==> src/rtl/seq_det_prog.sv <==
// seq_det_prog: run-time programmable N-bit serial sequence detector with a registered Moore flag.
// Define SEQ_DET_PROG_COUNT_EN to build the saturating match counter; otherwise det_cnt is tied to 0.
module seq_det_prog #(
    parameter int           N        = 3,
    parameter bit           OVERLAP  = 1'b1,
    parameter logic [N-1:0] PAT_INIT = N'(3'b101),
    parameter int           CW       = 8
) (
    input  logic          clk,
    input  logic          rst,
    input  logic          inp,
    input  logic          in_valid,
    input  logic          load,
    input  logic [N-1:0]  pattern,
    output logic          det,
    output logic [CW-1:0] det_cnt
);
    localparam int            FW        = $clog2(N + 1);
    localparam logic [FW-1:0] FILL_FULL = FW'(N);
    localparam logic [FW-1:0] FILL_LAST = FW'(N - 1);

    if (N < 2 || N > 16) begin : g_bad_n
        $error("seq_det_prog: N must be in 2..16");
    end

    logic [N-1:0]  pat_r;
    logic [N-1:0]  hist;
    logic [FW-1:0] fill;

    logic [N-1:0]  hist_d;
    logic [FW-1:0] fill_d;
    logic          det_d;
    logic          accept;
    logic          match;
    logic [N-1:0]  shifted;

    // Load wins over the data strobe, so a coincident bit is simply dropped.
    assign accept  = in_valid & ~load;
    assign shifted = {hist[N-2:0], inp};
    assign match   = accept && (shifted == pat_r) && (fill >= FILL_LAST);

    // NOTE: every always_comb output gets a default first so no path leaves it unassigned (no latch).
    always_comb begin
        hist_d = hist;
        fill_d = fill;
        det_d  = det;
        if (load) begin
            hist_d = '0;
            fill_d = '0;
            det_d  = 1'b0;
        end else if (accept) begin
            det_d = match;
            if (match && !OVERLAP) begin
                hist_d = '0;
                fill_d = '0;
            end else begin
                hist_d = shifted;
                fill_d = (fill == FILL_FULL) ? fill : fill + 1'b1;
            end
        end
    end

    // NOTE: sequential state uses non-blocking assignments so all registers update from pre-edge values.
    always_ff @(posedge clk or negedge rst) begin
        if (!rst) begin
            pat_r <= PAT_INIT;
            hist  <= '0;
            fill  <= '0;
            det   <= 1'b0;
        end else begin
            if (load) begin
                pat_r <= pattern;
            end
            hist <= hist_d;
            fill <= fill_d;
            det  <= det_d;
        end
    end

`ifdef SEQ_DET_PROG_COUNT_EN
    logic [CW-1:0] cnt_r;

    always_ff @(posedge clk or negedge rst) begin
        if (!rst) begin
            cnt_r <= '0;
        end else if (load) begin
            cnt_r <= '0;
        end else if (match && (cnt_r != {CW{1'b1}})) begin
            cnt_r <= cnt_r + 1'b1;
        end
    end

    assign det_cnt = cnt_r;
`else
    assign det_cnt = '0;
`endif

    // A raised flag always reflects the history left behind by the matching bit.
    if (OVERLAP) begin : g_chk_overlap
        a_det_hist : assert property (@(posedge clk) disable iff (!rst)
            det |-> (hist == pat_r && fill == FILL_FULL));
    end else begin : g_chk_nonoverlap
        a_det_hist : assert property (@(posedge clk) disable iff (!rst)
            det |-> (hist == '0 && fill == '0));
    end

    a_fill_range : assert property (@(posedge clk) disable iff (!rst) fill <= FILL_FULL);

endmodule

==> config.mk <==
export PLATFORM = sky130hd
export DESIGN_NAME = seq_det_prog
export DESIGN_NICKNAME = d
export VERILOG_FILES = /design/src/rtl/seq_det_prog.sv
export SDC_FILE = /design/constraint.sdc
export NUM_CORES = 1
export LEC_CHECK = 0
export ABC_AREA = 1
export CORE_AREA = 3 3 40 42
export CTS_CLUSTER_SIZE = 30
export DETAILED_ROUTE_END_ITERATION = 12
export DIE_AREA = 0 0 43 45
export PLACE_DENSITY = 0.71
export SLEW_MARGIN = 10
export SYNTH_ARGS = -nofsm -noshare
export SYNTH_HDL_FRONTEND = slang
export SYNTH_SLANG_ARGS = --single-unit
==> constraint.sdc <==
create_clock -name clk -period 1.2 [get_ports clk]
set_input_delay 0.18 -clock clk [delete_from_list [all_inputs] [get_ports clk]]
set_output_delay 0.18 -clock clk [all_outputs]
set_load 0.02 [all_outputs]
Word-level counts from Yosys, hierarchy flattened
Index checks and enable logic that the tools add are counted.
{"block": "op_classes", "addsub": 1, "n_lt_le_gt_ge": 1, "eq_ne": 3, "muxes": 7, "n_bitwise": 2, "n_reduce_logical": 4}
{"op": "$mux W2", "count": 5}
{"op": "$eq A3 B3 Y1", "count": 1}
{"op": "$add A2 B1 Y2 const B", "count": 1}
{"op": "$eq A2 B2 Y1 const B", "count": 1}
{"op": "$ge A2 B2 Y1 const B", "count": 1}
{"op": "$logic_and A1 B1 Y1", "count": 2}
{"op": "$mux W1", "count": 2}
{"op": "$ne A2 B2 Y1 const B", "count": 1}
{"op": "$reduce_and A2 Y1", "count": 1}
{"op": "$reduce_bool A2 Y1", "count": 1}
{"op": "$and A1 B1 Y1", "count": 1}
{"op": "$not A1 Y1", "count": 1}
{"block": "totals", "reg_bits": 8, "out_inout_bits": 9, "wordCells": 22}

Depth between registers and ports, before layout
Gate-level depths: netlist of the first run.
{"block": "logic_depth", "ltp_word": 6, "mapped_depth": 8, "ltp_nobuf": 8}

Worst setup path before layout of the first run
OpenSTA, ideal clock, no wires.
{"block": "synth_timing", "path_kind": "flip-flop to flip-flop", "startpoint": "register fill[1]", "endpoint": "register fill[0]", "arrival_time_ns": 0.844, "required_ns": 1.077, "path_slack_ns": 0.233, "path_stages_with_launch": 6, "path_buffers": 0, "synth_period_minus_slack_ns": 0.967, "cell_sequence": "dfrtp_1 > ha_1 > inv_1 > nand2_1 > o21ai_0 > a21oi_1"}
{"block": "synth_between", "elab_chain_cells": 3}
{"element": "start, declared", "line": "28", "rtl": "logic [FW-1:0] fill;"}
{"element": "start signal, assigned", "line": "75", "rtl": "fill <= fill_d;"}
{"element": "$eq A2 B2 Y1", "line": "58", "rtl": "fill_d = (fill == FILL_FULL) ? fill : fill + 1'b1;"}
{"element": "$ne A2 B2 Y1 (no line)"}
{"element": "$reduce_and A2 Y1 (no line)"}
Every way passes these cells.
A chain may end at the register's enable or synchronous reset.

Worst setup path in the final report of the first run
{"block": "layout_timing", "startpoint": "register det", "endpoint": "output det"}
{"element": "start, declared", "line": "15", "rtl": "output logic det,"}
{"element": "start signal, assigned", "line": "76", "rtl": "det <= det_d;"}
No word-level cell between the ends.

==> out/qor.csv, run 1 <==
stage,metric,value,unit
route,ant_nets,0,
synthesis,avgSynthCellArea,7.468,um^2
timing,hold_viol_final,0,
route,vias,394,
synthesis,synth-xor-area-share,0,
floorplan,initial_core_util,0.3720,
critical_path,cp-start-kind,register,
critical_path,cp_cell_sequence,dlygate4sd2_1,
power,power_frac_seq,0.459,
synthesis,synth_simple_gate_area_frac,0.1990,
min_path,hp-class,in2async,
route,firstDrtPassIters,4,
route,wire_per_inst,9.451,um
clock_network,path_clk_slew,0.06,ns
layout,fillers,133,
power,net-switching-power,0.0001917,W
floorplan,coreArea,0.001285,mm^2
synthesis,synth_area,478.0,um^2
power,power_frac_comb,0.194,
timing,fmax,877.0,MHz
clock_network,clock_sinks,8,
timing,fin_worst_skew,0.002152,ns
critical_path,worst-path-buf-inv,1,
grt,grt_pass1_vias,358,
floorplan,rows,13,
power,ir_worst_vdd,0.6549,mV
clock_network,post_cts_buffers,0,
synthesis,synth-edff-count,0,
synthesis,yosysTopAreaCellShare,0.3141,
grt,grt_overflow_total,0,
route,drcViolationCount,0,
route,wl,860,um
grt,antenna_found_initial,0,
route,drtIter0Drc,6,
grt,grt_usage,0.1051,
clock_network,clkLatencyLatePin,0.26,ns
power,p_int,0.0004702,W
place,port_buffers,8,
timing,period_minus_slack,1.140,ns
synthesis,synthFlopType,dfrtp_1,
timing,slew_violations,0,
critical_path,cp_data_arrival_time,0.96,ns
power,p_total,0.0006618,W
critical_path,cp_slowest_stage_delay,0.38,ns
synthesis,ys_async_sr_fraction,1.000,
layout,antennaDiodeCount,0,
synthesis,yosysTopAreaCell,dfrtp_1,
synthesis,synth_adder_area_share,0.05236,
power,switching_share,0.2896,
critical_path,critical_path_class,reg2out,
synthesis,synth_top_family_by_area,buffers and inverters,
place,gp_congestion,0.8199,
critical_path,slowest_stage,dfrtp_1,
place,hpwl,677.6,um
synthesis,ys_types,14,
layout,drive_gt1_frac,0.1053,
timing,fin_ws,0.05977,ns
place,placed_cell_area,550.5,um^2
power,p_leak,0.3143,nW
clock_network,numCtsBuffers,3,
synthesis,synth-compound-area-share,0.08901,
layout,nNetsFinal,87,
synthesis,syn_inst,64,
synthesis,synth-warning-count,0,
floorplan,fp.dieArea,0.001935,mm^2
timing,fin_tns_setup,0,ns
place,dp_slack,0.02413,ns
critical_path,worst-endpoint-required,1.02,ns
critical_path,endpoint_kind,output port,
grt,grt_max_degree,9,
job,max-cap-violations,0,
floorplan,die_x,43,um
clock_network,cts_tree,yes,
timing,rsz0062_at_grt,no,
synthesis,synth.area.top_cells,"dfrtp_1 (31%), nand2_1 (15%), buf_4 (13%)",
layout,postLayoutCellArea,575.6,um^2
layout,syn2layout_area_growth,20.42,%
synthesis,yosysSeqAreaShare,0.4241,
outcome,status,"finished, final reports clean",
synthesis,synthMuxAreaShare,0,
synthesis,synth_common_cells,"nand2_1 (19), inv_1 (12), buf_4 (8), dfrtp_1 (6), o21ai_0 (4)",
synthesis,synth-seq-cells,8,
critical_path,critPathMaxFanout,2,
clock_network,clock-root-buffer,clkbuf_4,
route,vias_per_cell,4.330,
timing,setup_viol_count_final,0,
timing,finalCritPeriodShare,0.9502,
power,power.density,1150,mW/mm^2
floorplan,dieHeight,45,um
clock_network,h-tree-depth,1,
power,pwr-share-clk,0.347,
floorplan,pin_count,17,
critical_path,path_delay_family,flip-flops,
synthesis,yosysMostFrequentCell,nand2_1,
grt,grt_first_pass_wirelength,1400,um
clock_network,cts_buffer_depth,2,
## power by group through the flow
stage / registers, W / clock network (W) / logic, W
3_3_place_gp: 0.000308 / 0 / 0.000125
2_1_floorplan: 0.000308 / 0 / 0.0000972
5_1_grt: 0.000307 / 0.000256 / 0.000145
4_1_cts: 0.000304 / 0.000235 / 0.000128
6_report: 0.000304 / 0.000229 / 0.000129
3_5_place_dp: 0.000309 / 0 / 0.000127
## path summary, 6_finish.rpt
path | from | end | slack [ns] | depth (start not counted)
hold reg to reg | pat_r[0] | pat_r[0] | 0.50 | 2
max in group asynchronous | rst | pat_r[0] | 0.69 | 1
setup / recovery | det | det | 0.06 | 1
min in group clk | pattern[0] | pat_r[0] | 0.45 | 3
hold / removal | rst | det | 0.20 | 1
setup reg to reg | fill[0] | det | 0.15 | 8
## through the flow
step           cells  hold slack, ns  utilization
6_report          91          0.2024       0.4479
4_1_cts           91          0.2051       0.4479
2_1_floorplan     71         -0.1156            -
3_3_place_gp      87          0.4745       0.4284
3_5_place_dp      87          0.4834       0.4284
5_1_grt           91          0.2036       0.4479
## routing by layer
layer	share of wire	GRT usage
met2	0.47	0.1587
met1	0.44	0.1191
met4	0.034	0.1084
met3	0.057	0.02390
met5	0	0
## kinds of logic after synthesis
logic type / after synthesis
fa+ha+maj: 2
compound gates: 8
flops: 8
other cells: 1
simple gates: 24
buf+inv: 21
## cell usage in the layout, fill, tap and decap left out
master	synthesis	routed
a21oi_1	2	2
buf_4	8	1
clkbuf_1	0	1
clkbuf_4	0	3
clkdlybuf4s50_1	0	7
conb_1	1	8
dfrtp_1	6	6
dfstp_2	2	2
dlygate4sd2_1	0	1
ha_1	2	2
inv_1	12	12
inv_2	1	1
nand2_1	19	19
nand3_1	2	2
nor2_1	2	2
nor2_2	1	1
o21ai_0	4	3
o21ai_1	0	1
o22ai_1	2	2
## sequential cells by signal (all words and copies together) (netlist names)
| signal | flops |
|---|---|
| det | 1 |
| fill | 2 |
| hist | 2 |
| pat_r | 3 |
## what timing repair did
action                     in CTS  in global routing
resized for setup               1                  1
setup endpoints to repair       1                  1
hold buffers                    0                  0
## final cells by class
type,count,area (um^2),share of cell area
flip-flops and latches,8,202.7,0.3522
repair buffers,9,86.33,0.1500
clock buffers,4,26.28,0.04565
multi-input cells,42,192.7,0.3348
well taps,15,18.77,0.03261
inverters,13,48.80,0.08478
No activity file was read; power rests on OpenSTA's default activity.
==> run 2: changes to the inputs <==
- clock period: 1.2 -> 1.18 ns (I/O delays scaled with it)
==> out/qor.csv, run 2 (same netlist as run 1, synthesis figures left out) <==
stage,metric,value,unit,change
outcome,status,"finished, final reports clean",,
route,wire_per_inst,8.407,um,-11%
route,drcViolationCount,0,,unchanged
critical_path,reg2regPathDepth,5,,-3
critical_path,endpoint_kind,output port,,
timing,rsz0062_at_grt,no,,
timing,fmax,892.2,MHz,
critical_path,rr_endpoint,fill[0],,
timing,setup_viol_count_final,0,,unchanged
critical_path,regToRegSetupSlack,0.13,ns,-0.02 ns
grt,use_met2,0.1677,,+0.008982
layout,drive_gt1_frac,0.1184,,+0.01316
critical_path,r2r-start,fill[1],,
floorplan,initial_core_util,0.3720,,unchanged
power,p_int,0.0004660,W,-0.88%
clock_network,h-tree-depth,1,,unchanged
clock_network,clock_sinks,8,,unchanged
grt,grt_pass1_vias,364,,+1.7%
place,hpwl,639.1,um,-5.7%
critical_path,worst-endpoint-required,1.00,ns,-0.02 ns
timing,fin_tns_setup,0,ns,unchanged
power,switching_share,0.2856,,-0.004029
layout,largest_register_ff_count,3,,unchanged
layout,layout_common_cells,"nand2_1 (19), inv_1 (12), conb_1 (8), clkdlybuf4s50_1 (7), dfrtp_1 (6)",,
grt,grt_max_degree,9,,unchanged
place,dp_cells,88,,+1.1%
power,power_frac_seq,0.474,,+0.015
timing,finalCritPeriodShare,0.9499,,
grt,grt_use_met1,0.1169,,-0.002191
floorplan,coreArea,0.001285,mm^2,unchanged
floorplan,rows,13,,unchanged
clock_network,path_clk_slew,0.06,ns,about the same
clock_network,cts_tree,yes,,
power,p_leak,0.3180,nW,+1.2%
route,ant_nets,0,,unchanged
route,firstDrtPassIters,4,,unchanged
layout,nNetsFinal,88,,+1.1%
clock_network,clock-root-buffer,clkbuf_4,,
timing,slew_violations,0,,unchanged
job,max-cap-violations,0,,unchanged
min_path,hp-class,in2async,,
floorplan,die_x,43,um,unchanged
layout,final_common_cell,nand2_1,,
critical_path,cp_slowest_stage_delay,0.37,ns,about the same
clock_network,numCtsBuffers,3,,unchanged
grt,grt_first_pass_wirelength,1421,um,+1.5%
route,wl,765,um,-11%
clock_network,clkLatencyLatePin,0.26,ns,about the same
place,port_buffers,8,,unchanged
layout,reg.largest.list,"pat_r (3), fill (2), hist (2)",,
place,gp_congestion,0.7837,,-4.4%
power,ir_worst_vdd,0.5301,mV,-19%
clock_network,cts_buffer_depth,2,,unchanged
critical_path,cp_data_arrival_time,0.94,ns,-0.02 ns
grt,antenna_found_initial,0,,unchanged
floorplan,pin_count,17,,unchanged
layout,syn2layout_area_growth,21.20,%,
grt,met3_usage,0.03586,,+0.01195
timing,hold_viol_final,0,,unchanged
timing,fin_worst_skew,0.003353,ns,+0.001201 ns
grt,grt_usage,0.1019,,-0.003279
route,drtIter0Drc,4,,-2
route,vias_per_cell,4.264,,-1.5%
power,pwr-share-clk,0.330,,-0.017
layout,antennaDiodeCount,0,,unchanged
timing,period_minus_slack,1.121,ns,
power,power.density,1126,mW/mm^2,-2.1%
floorplan,fp.dieArea,0.001935,mm^2,unchanged
critical_path,cp-start-kind,register,,
timing,fin_hold_ws,0.1974,ns,-0.005023 ns
critical_path,slowest_stage,dfrtp_1,,
critical_path,path_delay_family,flip-flops,,
grt,top_usage_layer,met2,,
critical_path,critPathMaxFanout,2,,unchanged
critical_path,crit_cells,1,,unchanged
critical_path,cp_cell_sequence,dlygate4sd2_1,,
power,net-switching-power,0.0001863,W,-2.8%
layout,largest-register,pat_r,,
grt,grt_overflow_total,0,,unchanged
power,power_frac_comb,0.197,,+0.003
floorplan,dieHeight,45,um,unchanged
critical_path,worst-path-buf-inv,1,,unchanged
route,vias,388,,-1.5%
critical_path,critical_path_class,reg2out,,
layout,final_cells,91,,unchanged
clock_network,post_cts_buffers,0,,unchanged
-- run 2: routing by layer --
layer / wire length [um] / part of all wire
met4: 7 / 0.0092
met2: 362 / 0.47
met5: 0 / 0
met3: 52 / 0.068
met1: 343 / 0.45
-- run 2: worst reg2reg max path, cell delays in order, from the launching register on --
cell	delay, ns
dfrtp_1	0.40
ha_1	0.19
inv_1	0.06
nand2_1	0.08
o21ai_0	0.16
a21oi_1	0.06
-- run 2: layout make-up --
type / instances / area, um^2
sequential: 8 / 202.7
tap: 15 / 18.77
clock buffer: 3 / 22.52
multi-input combinational: 42 / 192.7
fill: 138 / 705.7
timing repair buffer: 10 / 93.84
inverter: 13 / 48.80
-- run 2: repair_timing --
action                     CTS  global route
gates resized for setup      1             0
setup endpoints to repair    1             0
hold buffers                 0             0
-- run 2: power by group through the flow --
stage,clock (W),sequential (W),combinational (W)
2_1_floorplan,0,0.000313,0.0000988
3_3_place_gp,0,0.000313,0.000128
3_5_place_dp,0,0.000314,0.000129
4_1_cts,0.000222,0.000309,0.000129
5_1_grt,0.000241,0.000312,0.000148
6_report,0.000215,0.000309,0.000128
-- run 2: how the worst max path moves through the flow --
stage,end,slack [ns],startpoint
finish,det,0.06,det
global route,det,0.01,det
CTS,det,0.05,det
detailed placement,det,0.02,in_valid
global placement,hist[0],0.03,load
floorplan,fill[0],0.21,fill[1]
-- run 2: stage by stage --
stage / worst slack [ns] / power (W) / instance area, um^2 / util
floorplan: 0.2126 / 0.0004117 / 504.2 / -
global placement: 0.02933 / 0.0004407 / 558.0 / 0.4343
detailed placement: 0.02350 / 0.0004435 / 558.0 / 0.4343
CTS: 0.04634 / 0.0006610 / 579.3 / 0.4508
global route: 0.01330 / 0.0007013 / 579.3 / 0.4508
finish: 0.05914 / 0.0006523 / 579.3 / 0.4508
==> run 3: changes to the inputs <==
- CTS_BUF_LIST: default -> sky130_fd_sc_hd__clkbuf_16
- PLACE_DENSITY: 0.71 -> 0.74
==> out/qor.csv, run 3 (same netlist as run 1, synthesis figures left out) <==
stage,metric,value,unit,change
layout,final_common_cell,nand2_1,,
floorplan,pin_count,17,,unchanged
layout,nNetsFinal,88,,unchanged
route,vias_per_cell,4.418,,+3.6%
route,vias,402,,+3.6%
timing,fin_tns_setup,0,ns,unchanged
clock_network,cts_buffer_depth,2,,unchanged
route,wl,865,um,+13%
power,p_leak,0.3407,nW,+7.1%
place,port_buffers,8,,unchanged
job,max-cap-violations,0,,unchanged
clock_network,cts_tree,yes,,
critical_path,cp_cell_sequence,dlygate4sd2_1,,
critical_path,endpoint_kind,output port,,
route,ant_nets,0,,unchanged
route,wire_per_inst,9.505,um,+13%
clock_network,h-tree-depth,1,,unchanged
clock_network,clock-root-buffer,clkbuf_16,,
grt,grt_usage,0.1104,,+0.008510
outcome,status,"finished, final reports clean",,
critical_path,critPathMaxFanout,2,,unchanged
min_path,hp-class,in2async,,
route,drtIter0Drc,12,,+8
grt,grt_pass1_vias,381,,+4.7%
timing,hold_viol_final,0,,unchanged
layout,drive_gt1_frac,0.1316,,+0.01316
layout,largest_register_ff_count,3,,unchanged
grt,antenna_found_initial,0,,unchanged
clock_network,clock_sinks,8,,unchanged
critical_path,path_delay_family,flip-flops,,
layout,reg.largest.list,"pat_r (3), fill (2), hist (2)",,
timing,fmax,917.1,MHz,+2.8%
route,firstDrtPassIters,4,,unchanged
place,placed_cell_area,558.0,um^2,unchanged
layout,postLayoutCellArea,631.9,um^2,+9.1%
layout,layout_common_cells,"nand2_1 (19), inv_1 (11), conb_1 (8), clkdlybuf4s50_1 (7), dfrtp_1 (6)",,
timing,fin_worst_skew,0.003551,ns,+0.0001974 ns
floorplan,fp.dieArea,0.001935,mm^2,unchanged
floorplan,initial_core_util,0.3720,,unchanged
place,hpwl,648.1,um,+1.4%
grt,grt_first_pass_wirelength,1476,um,+3.9%
floorplan,dieHeight,45,um,unchanged
timing,finalCritPeriodShare,0.9241,,-0.02579
floorplan,rows,13,,unchanged
grt,grt_max_degree,9,,unchanged
clock_network,clkLatencyLatePin,0.23,ns,-0.03 ns
power,ir_worst_vdd,1.037,mV,+96%
clock_network,ctsHoldBuffers,0,,unchanged
layout,antennaDiodeCount,0,,unchanged
timing,fin_ws,0.08958,ns,+0.03044 ns
critical_path,cp_slowest_stage_delay,0.36,ns,about the same
critical_path,worst-path-buf-inv,1,,unchanged
critical_path,critical_path_class,reg2out,,
layout,syn2layout_area_growth,32.20,%,
critical_path,worst-endpoint-required,1.00,ns,about the same
timing,period_minus_slack,1.090,ns,-0.03044 ns
clock_network,numCtsBuffers,3,,unchanged
grt,grt_overflow_total,0,,unchanged
route,drcViolationCount,0,,unchanged
critical_path,slowest_stage,dfrtp_1,,
place,gp_congestion,0.7923,,+1.1%
floorplan,die_x,43,um,unchanged
layout,largest-register,pat_r,,
timing,setup_viol_count_final,0,,unchanged
floorplan,coreArea,0.001285,mm^2,unchanged
timing,slew_violations,0,,unchanged
place,dp_slack,0.01462,ns,-0.008879 ns
timing,rsz0062_at_grt,no,,
critical_path,cp-start-kind,register,,
clock_network,path_clk_slew,0.04,ns,-0.02 ns
power,power.density,1611,mW/mm^2,+43%
critical_path,cp_data_arrival_time,0.91,ns,-0.03 ns
-- run 3: path summary, 6_finish.rpt --
path                                 start        to  slack (ns)  cells after the start
worst max-delay path                   det       det        0.09                      1
worst min-delay path                   rst   hist[1]        0.22                      1
worst max register to register     fill[0]   fill[0]        0.14                      5
worst min register to register    pat_r[2]  pat_r[2]        0.51                      2
max in group asynchronous              rst  pat_r[2]        0.66                      1
min in group clk                pattern[2]  pat_r[2]        0.48                      3
-- run 3: per-stage QoR --
step                  util  power (W)  hold slack [ns]  cells
global placement    0.4343  0.0004400           0.4698     88
global route        0.4917   0.001056           0.2354     91
detailed placement  0.4343  0.0004453           0.4821     88
finish              0.4917   0.001018           0.2197     91
floorplan                -  0.0004117          -0.1186     71
CTS                 0.4917   0.001017           0.2330     91
-- run 3: final cells by class --
cell class	count	area (um^2)
fillers	116	653.1
flip-flops and latches	8	202.7
multi-input cells	42	192.7
repair buffers	10	93.84
clock buffers	3	75.07
inverters	13	48.80
well taps	15	18.77
-- run 3: power by group --
| part | internal [W] | switching (W) | total (W) |
|---|---|---|---|
| sequential | 0.000300 | 0.0000111 | 0.000311 |
| combinational | 0.0000517 | 0.0000817 | 0.000133 |
| clock | 0.000437 | 0.000136 | 0.000573 |
-- run 3: layer usage --
| layer | track usage | wire length [um] | vias up |
|---|---|---|---|
| li1 | - | - | 205 |
| met1 | 0.1147 | 373 | 182 |
| met2 | 0.1737 | 426 | 11 |
| met3 | 0.03984 | 37 | 4 |
| met4 | 0.1024 | 27 | 0 |
| met5 | 0 | 0 | - |
-- run 3: what timing repair did --
| action | in CTS | in global routing |
|---|---|---|
| gates resized for setup | 1 | 2 |
| endpoints found under the setup margin | 1 | 1 |
| buffers inserted | 0 | 0 |
